==> config.mk <==
export PLATFORM = sky130hd
export DESIGN_NAME = ps2_keycode_rx
export DESIGN_NICKNAME = d
export VERILOG_FILES = /design/src/rtl/ps2_keycode_rx.sv
export SDC_FILE = /design/constraint.sdc
export NUM_CORES = 1
export LEC_CHECK = 0
export BUFFER_PORTS_ARGS = -buffer_cell sky130_fd_sc_hd__buf_4
export CAP_MARGIN = 20
export CORE_AREA = 2 2 105 133
export CTS_CLUSTER_DIAMETER = 120
export DETAILED_ROUTE_END_ITERATION = 10
export DIE_AREA = 0 0 107 135
export PLACE_DENSITY = 0.47
export SYNTH_ARGS = -nofsm -noshare
export SYNTH_HDL_FRONTEND = slang
export SYNTH_SLANG_ARGS = --single-unit
==> constraint.sdc <==
create_clock -name clk -period 6 [get_ports clk]
set_input_delay 1.2 -clock clk [delete_from_list [all_inputs] [get_ports clk]]
set_output_delay 1.2 -clock clk [all_outputs]
set_load 0.05 [all_outputs]
==> src/rtl/ps2_keycode_rx.sv <==
`timescale 1ns/1ps
`default_nettype none
// ============================================================================
//  Module   : ps2_keycode_rx
//  Brief    : PS/2 keyboard receiver; keeps the code following each F0 break
//             prefix and queues it in a first-word-fall-through FIFO.
//  Revision : 1.0
// ============================================================================
module ps2_keycode_rx #(
    parameter int unsigned W_SIZE      = 2,
    parameter int unsigned FILTER_LEN  = 8,
    parameter int unsigned TIMEOUT_CYC = 100000
) (
    input  logic       clk,
    input  logic       reset,
    input  logic       ps2d,
    input  logic       ps2c,
    input  logic       rd_key_code,
    output logic [7:0] key_code,
    output logic       kb_buf_empty,
    output logic       kb_buf_full,
    output logic       frame_err,
    output logic       overflow
);

    localparam int unsigned c_DEPTH = 1 << W_SIZE;
    localparam int unsigned c_TW    = $clog2(TIMEOUT_CYC + 1);
    localparam logic [c_TW-1:0] c_TMO_LAST = c_TW'(TIMEOUT_CYC - 1);

    typedef enum logic [1:0] {
        S_IDLE = 2'd0,
        S_DPS  = 2'd1,
        S_LOAD = 2'd2
    } frame_state_t;

    typedef enum logic [0:0] {
        S_WAIT_BRK = 1'b0,
        S_GET_CODE = 1'b1
    } code_state_t;

    // ------------------------------------------------------------------
    // Input conditioning
    // ------------------------------------------------------------------
    logic [1:0]            r_c_sync;
    logic [1:0]            r_d_sync;
    logic [FILTER_LEN-1:0] r_filt;
    logic                  r_fclk;
    logic                  r_fall;
    logic [FILTER_LEN-1:0] w_filt_next;
    logic                  w_d;

    assign w_filt_next = {r_filt[FILTER_LEN-2:0], r_c_sync[1]};
    assign w_d         = r_d_sync[1];

    // Idle PS/2 lines are high, so the conditioning chain resets to ones.
    always_ff @(posedge clk or negedge reset) begin
        if (!reset) begin
            r_c_sync <= 2'b11;
            r_d_sync <= 2'b11;
            r_filt   <= '1;
            r_fclk   <= 1'b1;
            r_fall   <= 1'b0;
        end else begin
            r_c_sync <= {r_c_sync[0], ps2c};
            r_d_sync <= {r_d_sync[0], ps2d};
            r_filt   <= w_filt_next;
            if (&w_filt_next) begin
                r_fclk <= 1'b1;
            end else if (~|w_filt_next) begin
                r_fclk <= 1'b0;
            end
            r_fall <= r_fclk & ~|w_filt_next;
        end
    end

    // ------------------------------------------------------------------
    // Frame FSM
    // ------------------------------------------------------------------
    frame_state_t    r_fstate;
    logic [10:0]     r_b;
    logic [3:0]      r_n;
    logic [c_TW-1:0] r_tcnt;
    logic            r_frame_err;
    logic            w_frame_ok;
    logic            w_rx_valid;
    logic [7:0]      w_rx_byte;

    assign w_frame_ok = r_b[10] & (^r_b[9:1]) & ~r_b[0];
    assign w_rx_valid = (r_fstate == S_LOAD) & w_frame_ok;
    assign w_rx_byte  = r_b[8:1];

    always_ff @(posedge clk or negedge reset) begin
        if (!reset) begin
            r_fstate    <= S_IDLE;
            r_b         <= '0;
            r_n         <= '0;
            r_tcnt      <= '0;
            r_frame_err <= 1'b0;
        end else begin
            r_frame_err <= 1'b0;
            case (r_fstate)
                S_IDLE: begin
                    if (r_fall && !w_d) begin
                        r_b      <= {w_d, r_b[10:1]};
                        r_n      <= 4'd9;
                        r_tcnt   <= '0;
                        r_fstate <= S_DPS;
                    end
                end
                S_DPS: begin
                    if (r_fall) begin
                        r_b    <= {w_d, r_b[10:1]};
                        r_tcnt <= '0;
                        if (r_n == 4'd0) begin
                            r_fstate <= S_LOAD;
                        end else begin
                            r_n <= r_n - 4'd1;
                        end
                    end else if (r_tcnt == c_TMO_LAST) begin
                        r_fstate    <= S_IDLE;
                        r_frame_err <= 1'b1;
                    end else begin
                        r_tcnt <= r_tcnt + 1'b1;
                    end
                end
                S_LOAD: begin
                    r_fstate <= S_IDLE;
                    if (!w_frame_ok) begin
                        r_frame_err <= 1'b1;
                    end
                end
                default: r_fstate <= S_IDLE;
            endcase
        end
    end

    // ------------------------------------------------------------------
    // Code FSM: only the byte after a break prefix is kept; E0 inside a
    // break sequence is an extended-key marker and is skipped.
    // ------------------------------------------------------------------
    code_state_t r_cstate;
    logic        w_push;

    assign w_push = w_rx_valid && (r_cstate == S_GET_CODE) &&
                    (w_rx_byte != 8'hF0) && (w_rx_byte != 8'hE0);

    always_ff @(posedge clk or negedge reset) begin
        if (!reset) begin
            r_cstate <= S_WAIT_BRK;
        end else if (w_rx_valid) begin
            case (r_cstate)
                S_WAIT_BRK: begin
                    if (w_rx_byte == 8'hF0) begin
                        r_cstate <= S_GET_CODE;
                    end
                end
                S_GET_CODE: begin
                    if (w_rx_byte != 8'hF0 && w_rx_byte != 8'hE0) begin
                        r_cstate <= S_WAIT_BRK;
                    end
                end
                default: r_cstate <= S_WAIT_BRK;
            endcase
        end
    end

    // ------------------------------------------------------------------
    // FIFO
    // ------------------------------------------------------------------
    logic [7:0]        r_mem [0:c_DEPTH-1];
    logic [W_SIZE-1:0] r_wr_ptr;
    logic [W_SIZE-1:0] r_rd_ptr;
    logic              r_empty;
    logic              r_full;
    logic              r_overflow;
    logic [W_SIZE-1:0] w_wr_next;
    logic [W_SIZE-1:0] w_rd_next;
    logic              w_wr_en;
    logic              w_rd_en;

    assign w_wr_next = r_wr_ptr + 1'b1;
    assign w_rd_next = r_rd_ptr + 1'b1;
    assign w_rd_en   = rd_key_code & ~r_empty;
    // A pop in the same cycle frees the slot a full FIFO needs.
    assign w_wr_en   = w_push & (~r_full | w_rd_en);

    always_ff @(posedge clk or negedge reset) begin
        if (!reset) begin
            for (int i = 0; i < int'(c_DEPTH); i++) begin
                r_mem[i] <= 8'h00;
            end
            r_wr_ptr   <= '0;
            r_rd_ptr   <= '0;
            r_empty    <= 1'b1;
            r_full     <= 1'b0;
            r_overflow <= 1'b0;
        end else begin
            r_overflow <= w_push & r_full & ~w_rd_en;
            if (w_wr_en) begin
                r_mem[r_wr_ptr] <= w_rx_byte;
                r_wr_ptr        <= w_wr_next;
            end
            if (w_rd_en) begin
                r_rd_ptr <= w_rd_next;
            end
            case ({w_wr_en, w_rd_en})
                2'b10: begin
                    r_empty <= 1'b0;
                    r_full  <= (w_wr_next == r_rd_ptr);
                end
                2'b01: begin
                    r_full  <= 1'b0;
                    r_empty <= (w_rd_next == r_wr_ptr);
                end
                default: ;
            endcase
        end
    end

    assign key_code     = r_mem[r_rd_ptr];
    assign kb_buf_empty = r_empty;
    assign kb_buf_full  = r_full;
    assign frame_err    = r_frame_err;
    assign overflow     = r_overflow;

endmodule
`default_nettype wire

# Word level (Yosys, flattened, before mapping)
# Index checks and enable logic that the tools add are counted.
# W data, S select, Z words.
[totals]
register_bits = 88
input_bits = 5
output_inout_bits = 12
wordCells = 112
[op_classes]
n_addsub = 4
magnitude_cmp = 3
n_eq_ne = 17
n_mux = 33
bitwise = 16
n_reduce_logical = 19
[op_table]
columns = ["op", "count"]
rows = [
  ["$mux W17", 3],
  ["$pmux W17 S2", 1],
  ["$bwmux W32", 1],
  ["$mux W8", 3],
  ["$mux W11", 2],
  ["$pmux W11 S2", 1],
  ["$add A17 B1 Y17 const B", 1],
  ["$eq A17 B17 Y1 const B", 1],
  ["$bmux W8 S2", 1],
  ["$demux W8 S2", 1],
  ["$ne A8 B8 Y1 const B", 2],
  ["$mux W4", 3],
  ["$ne A3 B3 Y1 const B", 3],
  ["$reduce_and A3 Y1", 3],
  ["$reduce_xor A9 Y1", 1],
  ["$and A1 B1 Y1", 8],
  ["$eq A8 B8 Y1 const B", 1],
  ["$mux W2", 4],
  ["$ne A2 B2 Y1 const B", 4],
  ["$pmux W1 S2", 4],
  ["$pmux W4 S2", 1],
  ["$reduce_and A8 Y1", 1],
  ["$reduce_or A8 Y1", 1],
  ["$mux W1", 7],
  ["17 further kinds", 34],
]

# Depth between registers and ports, before layout
# Gate-level depths: netlist of the first run.
[depth]
ltp_word = 10
mapped_depth = 9
ltp_nobuf = 9

# Worst setup path after synthesis of the first run
# No wires, ideal clock.
[synth_path]
path_kind = "register to output"
start = "register r_rd_ptr[0]"
end = "output key_code[1]"
arrival_ps = 1555
t_required_ps = 4800
path_slack_ps = 3245
path_stages_with_launch = 3
path_buffers = 1
path_cell_list = "dfrtp_1 > buf_1 > mux4_2"
[synth_between]
elab_chain_len = 4
[synth_rtl]
columns = ["item", "line", "rtl"]
rows = [
  ["from (decl)", "172", "logic [W_SIZE-1:0] r_rd_ptr;"],
  ["from (signal assigned)", "204", "r_rd_ptr <= w_rd_next;"],
  ["$not A2 Y3 (not written as such)", "220", "assign key_code = r_mem[r_rd_ptr];"],
  ["$bmux W8 S2", "220", ""],
  ["$mux W8 (not written as such) (2 in series)", "220", ""],
  ["to (decl)", "19", "output logic [7:0] key_code,"],
]
# Every way passes these cells. The select of a mux whose other input is x is not followed.

# Worst setup path in the final report of the first run
[layout_path]
start = "register r_rd_ptr[0]"
end = "output key_code[7]"
# The elaborated chain is that of the path after synthesis.

==> results of run 1 <==
[path summary, 6_finish.rpt]
path / slack (ns) / end / depth (start not counted) / startpoint
max in group asynchronous: 4.15 / r_tcnt[13] / 2 / reset
worst max register to register: 3.08 / r_mem[27] / 6 / r_b[7]
min in group asynchronous: 0.83 / r_wr_ptr[0] / 1 / reset
worst min-delay path: 0.36 / r_c_sync[1] / 0 / r_c_sync[0]
worst max-delay path: 2.85 / key_code[7] / 2 / r_rd_ptr[0]
worst min register to register: 0.36 / r_c_sync[1] / 0 / r_c_sync[0]
[stage by stage]
| stage | worst slack, ns | utilization (%) | instance area [sq um] |
|---|---|---|---|
| detailed placement | 2.78 | 34.8 | 4560 |
| global placement | 2.78 | 34.8 | 4560 |
| CTS | 2.81 | 37.2 | 4870 |
| floorplan | 3.25 | - | 4280 |
| finish | 2.85 | 37.2 | 4870 |
| global route | 2.76 | 37.2 | 4870 |
[cell type report]
class | instances | area share (%)
timing repair buffer | 18 | 2.77
inverter | 15 | 1.16
tap | 171 | 4.39
clock buffer | 10 | 4.70
sequential | 88 | 45.5
clock inverter | 6 | 1.72
multi-input combinational | 230 | 39.8
[cell usage after synthesis, types with 2 or more instances]
| master | number | area, sq um |
|---|---|---|
| nor3_1 | 4 | 20.0 |
| nand2b_1 | 3 | 18.8 |
| nand4_1 | 5 | 31.3 |
| a31oi_1 | 3 | 18.8 |
| and3_1 | 6 | 37.5 |
| clkbuf_1 | 4 | 15.0 |
| inv_1 | 15 | 56.3 |
| mux2i_1 | 2 | 20.0 |
| and2_1 | 7 | 43.8 |
| dfstp_2 | 13 | 342 |
| nand3b_1 | 2 | 15.0 |
| mux2_4 | 32 | 480 |
| nor4_1 | 3 | 18.8 |
| a32o_1 | 2 | 20.0 |
| mux4_2 | 8 | 180 |
| xor2_1 | 14 | 123 |
| a21oi_1 | 2 | 10.0 |
| nand3_1 | 8 | 40.0 |
| nand2_1 | 42 | 158 |
| ha_1 | 16 | 200 |
| nor2_1 | 19 | 71.3 |
| buf_2 | 2 | 10.0 |
| o21ai_0 | 20 | 100 |
| a211oi_1 | 2 | 15.0 |
| nor2b_1 | 2 | 12.5 |
| xnor2_1 | 4 | 35.0 |
| dfrtp_1 | 75 | 1880 |
| buf_6 | 4 | 45.0 |
[power by group through the flow]
stage	Clock, mW	Sequential [mW]	Combinational, mW
floorplan	0	0.686	0.153
global placement	0	0.709	0.189
detailed placement	0	0.710	0.190
CTS	0.619	0.701	0.191
global route	0.641	0.711	0.212
finish	0.600	0.700	0.188
[layer usage]
layer / track usage (%) / vias up / share of wire (%) / routed length, um
li1: - / 1235 / - / -
met1: 15.4 / 1330 / 45 / 3620
met2: 21.0 / 32 / 50 / 4030
met3: 2.70 / 16 / 2.7 / 216
met4: 6.78 / 0 / 2.7 / 221
met5: 0 / - / 0 / 0
[state kept, by name (all words and copies together), names as in the netlist, 2 cells and up]
signal and count:
r_mem 32, r_tcnt 17, r_b 11, r_filt 7
r_n 4, r_c_sync 2, r_d_sync 2, r_fstate 2
r_rd_ptr 2, r_wr_ptr 2
[logic make-up (layout without fill, tap and decap cells)]
kind of cell | count (synthesis) | count (layout) | synth area share, %
compound gates | 41 | 41 | 6.28
simple gates | 109 | 109 | 12.8
buf+inv | 26 | 49 | 3.04
fa+ha+maj | 16 | 16 | 4.67
xor+xnor | 21 | 21 | 5.26
flops | 88 | 88 | 51.8
mux | 43 | 43 | 16.2
==> results.md, run 1 <==
* Routed wire length at approximately 8.1 mm
* First-pass GRT wire length at 14.2 mm
* WS Path Type: flop to output port
* HP Class: flop to flop
* Mean area per synthesized cell at between 10 and 15 sq um
* Unrepaired setup endpoints after global routing: false
* Setup TNS at 0 ns
* Worst vdd ir at roughly 140 uV
* Vias per cell at between 4 and 5
* Setup Buffers After CTS at 0
* Switching Fraction at a little over a quarter
* FF+latch count, synth at between 80 and 90
* Status: complete, no violations
* Most used DFF post-synth: dfrtp_1
* Critical Path RT at about 4.8 ns
* Final Net Count at ~380
* Worst-path fanout max at 12
* Most common cell after layout, fill and taps aside: dfrtp_1
* CTS tree: yes
* Dpl hpwl at 5.46 mm
* Tmin final at approximately 3.1 ns
* # fillers at 1264
* Hold Worst Slack at ~0.36 ns
* Max incr delay on CP at 0.79 ns
* CP bufs+invs at 1
* Port Buffers at 16
* Pin count of the biggest net entering global routing at 48
* Worst EP arrival at between 1.5 and 2 ns
* Worst skew pair latency at between 0.3 and 0.4 ns
* Routability cong. at 0.747
* Post-Place Cells at between 500 and 600
* Starting Density at between 30% and 40%
* Synth cell types at 53
* Int Pwr at roughly 1.1 mW
* P_leak at approximately 2.2 nW
* Maximum clock path buffer count at 2
* Layout Skew at about 0.0065 ns
* Crit path launch type: flop
* Post-synthesis sequential area ratio at 51.8%
* Die W at roughly 110 um
* Switching pwr at around 410 uW
* Grt total ovfl at 0
* Multi-input gate area at 1940 sq um
* F_max at 318 MHz
* Num rows at 47
* Final setup violation count at 0
* Total chip power at 1.49 mW
* Slew margin rel. at 41.0%
* Drt drc at 0
* Share of layout cells above drive strength 1 at roughly a quarter
* Clk sinks at 88
* Sequential group share of total power at 47.0%
* Wire per inst at roughly 15 um
* Drt initial violations at 52
* Total I/O pin count at 17
* Worst-path clk slew at around 0.06 ns
* Via count at about 2600
* Max-Cap Viols at 0
* Fin cells at between 500 and 600
* Crit-path leading delay family: flip-flops
* H-tree levels at 3
* CTS Hold Bufs at 0
* DRT Pass-1 Iters at 4
* Syn_nets at approximately 370
* Slew Viols, Final at 0
* Post-route ant nets at 0
* Die area at between 10000 and 15000 sq um
* EDFF count, synth at 0
* Clock power share at about two fifths
* Fin crit share at between 50% and 60%
* Power Density at 305 nW/um^2
* Number of global-route vias before repair at approximately 2800
* Core Box Area at around 13000 sq um
* Worst path cell trace: mux4_2, buf_4
* CTS root buffer: clkbuf_16
* Combinational share of power at between 10% and 20%
* Gr usage total at roughly 13%
* Critical Path End Type: output port
* Synth-to-Final Area Change at 13.8%
* Mapped cell area at roughly 4300 sq um
* Worst slew pin tran at between 0.8 and 0.9 ns
* Die Y at ~140 um
* Post-synth ARST share at 100%
* Number of diodes at 0
* Synth warn at 0
* Final Hold Fails at 0
* Mapped Cells at 344
* Reg area at approximately 2200 sq um
* Slowest CP cell: dfrtp_1
* Initial antenna violation count at 0
* Total CTS buffers at 9
* Most frequent cells in the layout: dfrtp_1, nand2_1, mux2_4
* Post_cts resized at 0
(Power assumes the default switching activity.)
==> run 2: changes to the inputs <==
==> constraint.sdc (replaced) <==
create_clock -name clk -period 2.9 [get_ports clk]
set_input_delay 0.58 -clock clk [delete_from_list [all_inputs] [get_ports clk]]
set_output_delay 0.58 -clock clk [all_outputs]
set_load 0.05 [all_outputs]
==> run 2 against run 1 <==
  * Clock power up 95%
  * Power up 100%
  * Clock-buffer cell count up 2
  * Core utilization up 1.1 points
  * Critical endpoint is now r_mem[24]
  * Clock skew up 0.0022 ns
  * Setup slack worse by 2.5 ns
==> results.md, run 2 (synthesis results as in run 1) <==
* Post-route setup slack at 0.321 ns
* Worst path cell trace: ha_1, xnor3_2, xnor2_2, nor4_4, buf_4, buf_4, and2_1, buf_12, mux2_4
* Slew margin rel. at approximately 54%
* Grt total ovfl at 0
* Core Box Area at roughly 13000 sq um
* HP Class: input port to async pin
* Clk sinks at around 90
* Worst-path clk slew at 0.06 ns
* CP Capture Point: r_mem[24]
* Setup Buffers After CTS at 0
* Crit path launch type: flop
* Unrepaired setup endpoints after global routing: false
* Die Y at 135 um
* Power Density at approximately 600 nW/um^2
* Most frequent cells in the layout: dfrtp_1, nand2_1, mux2_4
* Setup TNS at 0 ns
* CTS tree: yes
* Max incr delay on CP at between 0.4 and 0.5 ns
* Initial antenna violation count at 0
* Vias per cell at roughly 4.7
* Layout Skew at roughly 0.0087 ns
* Max reg flops at 32
* Final Hold Fails at 0
* Maximum clock path buffer count at 2
* Largest register by flop count: r_mem
* Drt drc at 0
* Slew Viols, Final at 0
* Routability cong. at between 0.7 and 0.8
* Worst EP arrival at 2.81 ns
* Tmin final at 2.58 ns
* Total CTS buffers at 9
* Most common cell after layout, fill and taps aside: dfrtp_1
* Post_cts resized at 0
* Pre-CTS setup slack at about 0.14 ns
* Max-Cap Viols at 0
* Worst R2R Path Depth at 9
* R2R setup slack at about 0.32 ns
* Slowest CP cell: dfrtp_1
* Num rows at 47
* CTS Hold Bufs at 0
* Total I/O pin count at 17
* Die area at around 14000 sq um
* Critical Path RT at roughly 3.1 ns
* Synth-to-Final Area Change at 17.1%
* Multi-input gate area at roughly 1900 sq um
* P_leak at about 2.3 nW
* Worst Setup SP: r_b[7]
* H-tree levels at 3
* Critical Path End Type: flop
* CTS root buffer: clkbuf_16
* Pin count of the biggest net entering global routing at 79
* F_max at between 300 and 400 MHz
* Post-Place Cells at around 530
* Starting Density at between 30 and 40%
* Wire per inst at 14.2 um
* Share of layout cells above drive strength 1 at 27.5%
* Final Net Count at between 300 and 400
* Worst slew pin tran at 0.689 ns
* Die W at about 110 um
* Routed wire length at 7.78 mm
* Fin crit share at around nine tenths
* Gr usage total at between 10% and 20%
* Port Buffers at 16
* First-pass GRT wire length at approximately 14 mm
* Via count at roughly 2600
* Dpl hpwl at ~5.3 mm
* DRT Pass-1 Iters at 4
* Crit path top cell by count: buf_4
* Fin cells at 549
* WS Path Type: flop to flop
* R2R Path End: r_mem[24]
* Reg area at approximately 2200 sq um
* Worst reg2reg path startpoint: r_b[7]
* Largest regs: r_mem (32), r_tcnt (17), r_b (11)
* Final setup violation count at 0
* Number of diodes at 0
* Post-route ant nets at 0
* Worst-path fanout max at 8
* Worst vdd ir at approximately 320 uV
* Drt initial violations at 68
* # fillers at 1243
* Status: complete, no violations
* Worst skew pair latency at about 0.35 ns
* Number of global-route vias before repair at around 2700
[run 2: per-layer routing]
metal	wire, um	track usage (%)	vias to the layer above
li1	-	-	1272
met1	3620	15.3	1250
met2	3770	19.9	23
met3	230	3.62	12
met4	160	5.41	0
met5	0	0	-
[run 2: worst min-delay path by stage]
stage,slack (ns),end
2_1_floorplan,0.28,frame_err
3_3_place_gp,0.35,r_d_sync[1]
3_5_place_dp,0.35,r_d_sync[1]
4_1_cts,0.33,r_c_sync[0]
5_1_grt,0.05,overflow
6_report,0.06,r_mem[8]
[run 2: final cells by class]
class | count | area share (%)
clock inverter | 4 | 1.07
inverter | 15 | 1.12
timing repair buffer | 29 | 5.74
sequential | 88 | 44.2
tap | 171 | 4.27
clock buffer | 12 | 4.92
multi-input combinational | 230 | 38.6
[run 2: through the flow]
step	hold WS, ns	total power [mW]	utilization, %	area, sq um
floorplan	0.284	1.74	-	4280
global placement	0.347	1.86	35.6	4660
detailed placement	0.347	1.87	35.6	4660
CTS	0.331	3.06	37.9	4960
global route	0.0505	3.19	38.2	5010
finish	0.0597	3.01	38.2	5010
[run 2: worst max-delay path, delay by kind of cell, from the launching register on]
kind / cells / cell delay (ns)
XOR/XNOR: 2 / 0.57
adder cells (fa/ha/maj): 1 / 0.34
buffers and inverters: 3 / 0.43
flip-flops: 1 / 0.44
multiplexers: 1 / 0.30
AND/OR/NAND/NOR: 2 / 0.37
[run 2: report_power, final]
part	switching, mW	leakage (nW)	total [mW]	internal, mW
Sequential	0.141	1.17	1.45	1.31
Clock	0.475	0.139	1.17	0.693
Combinational	0.220	0.941	0.397	0.177
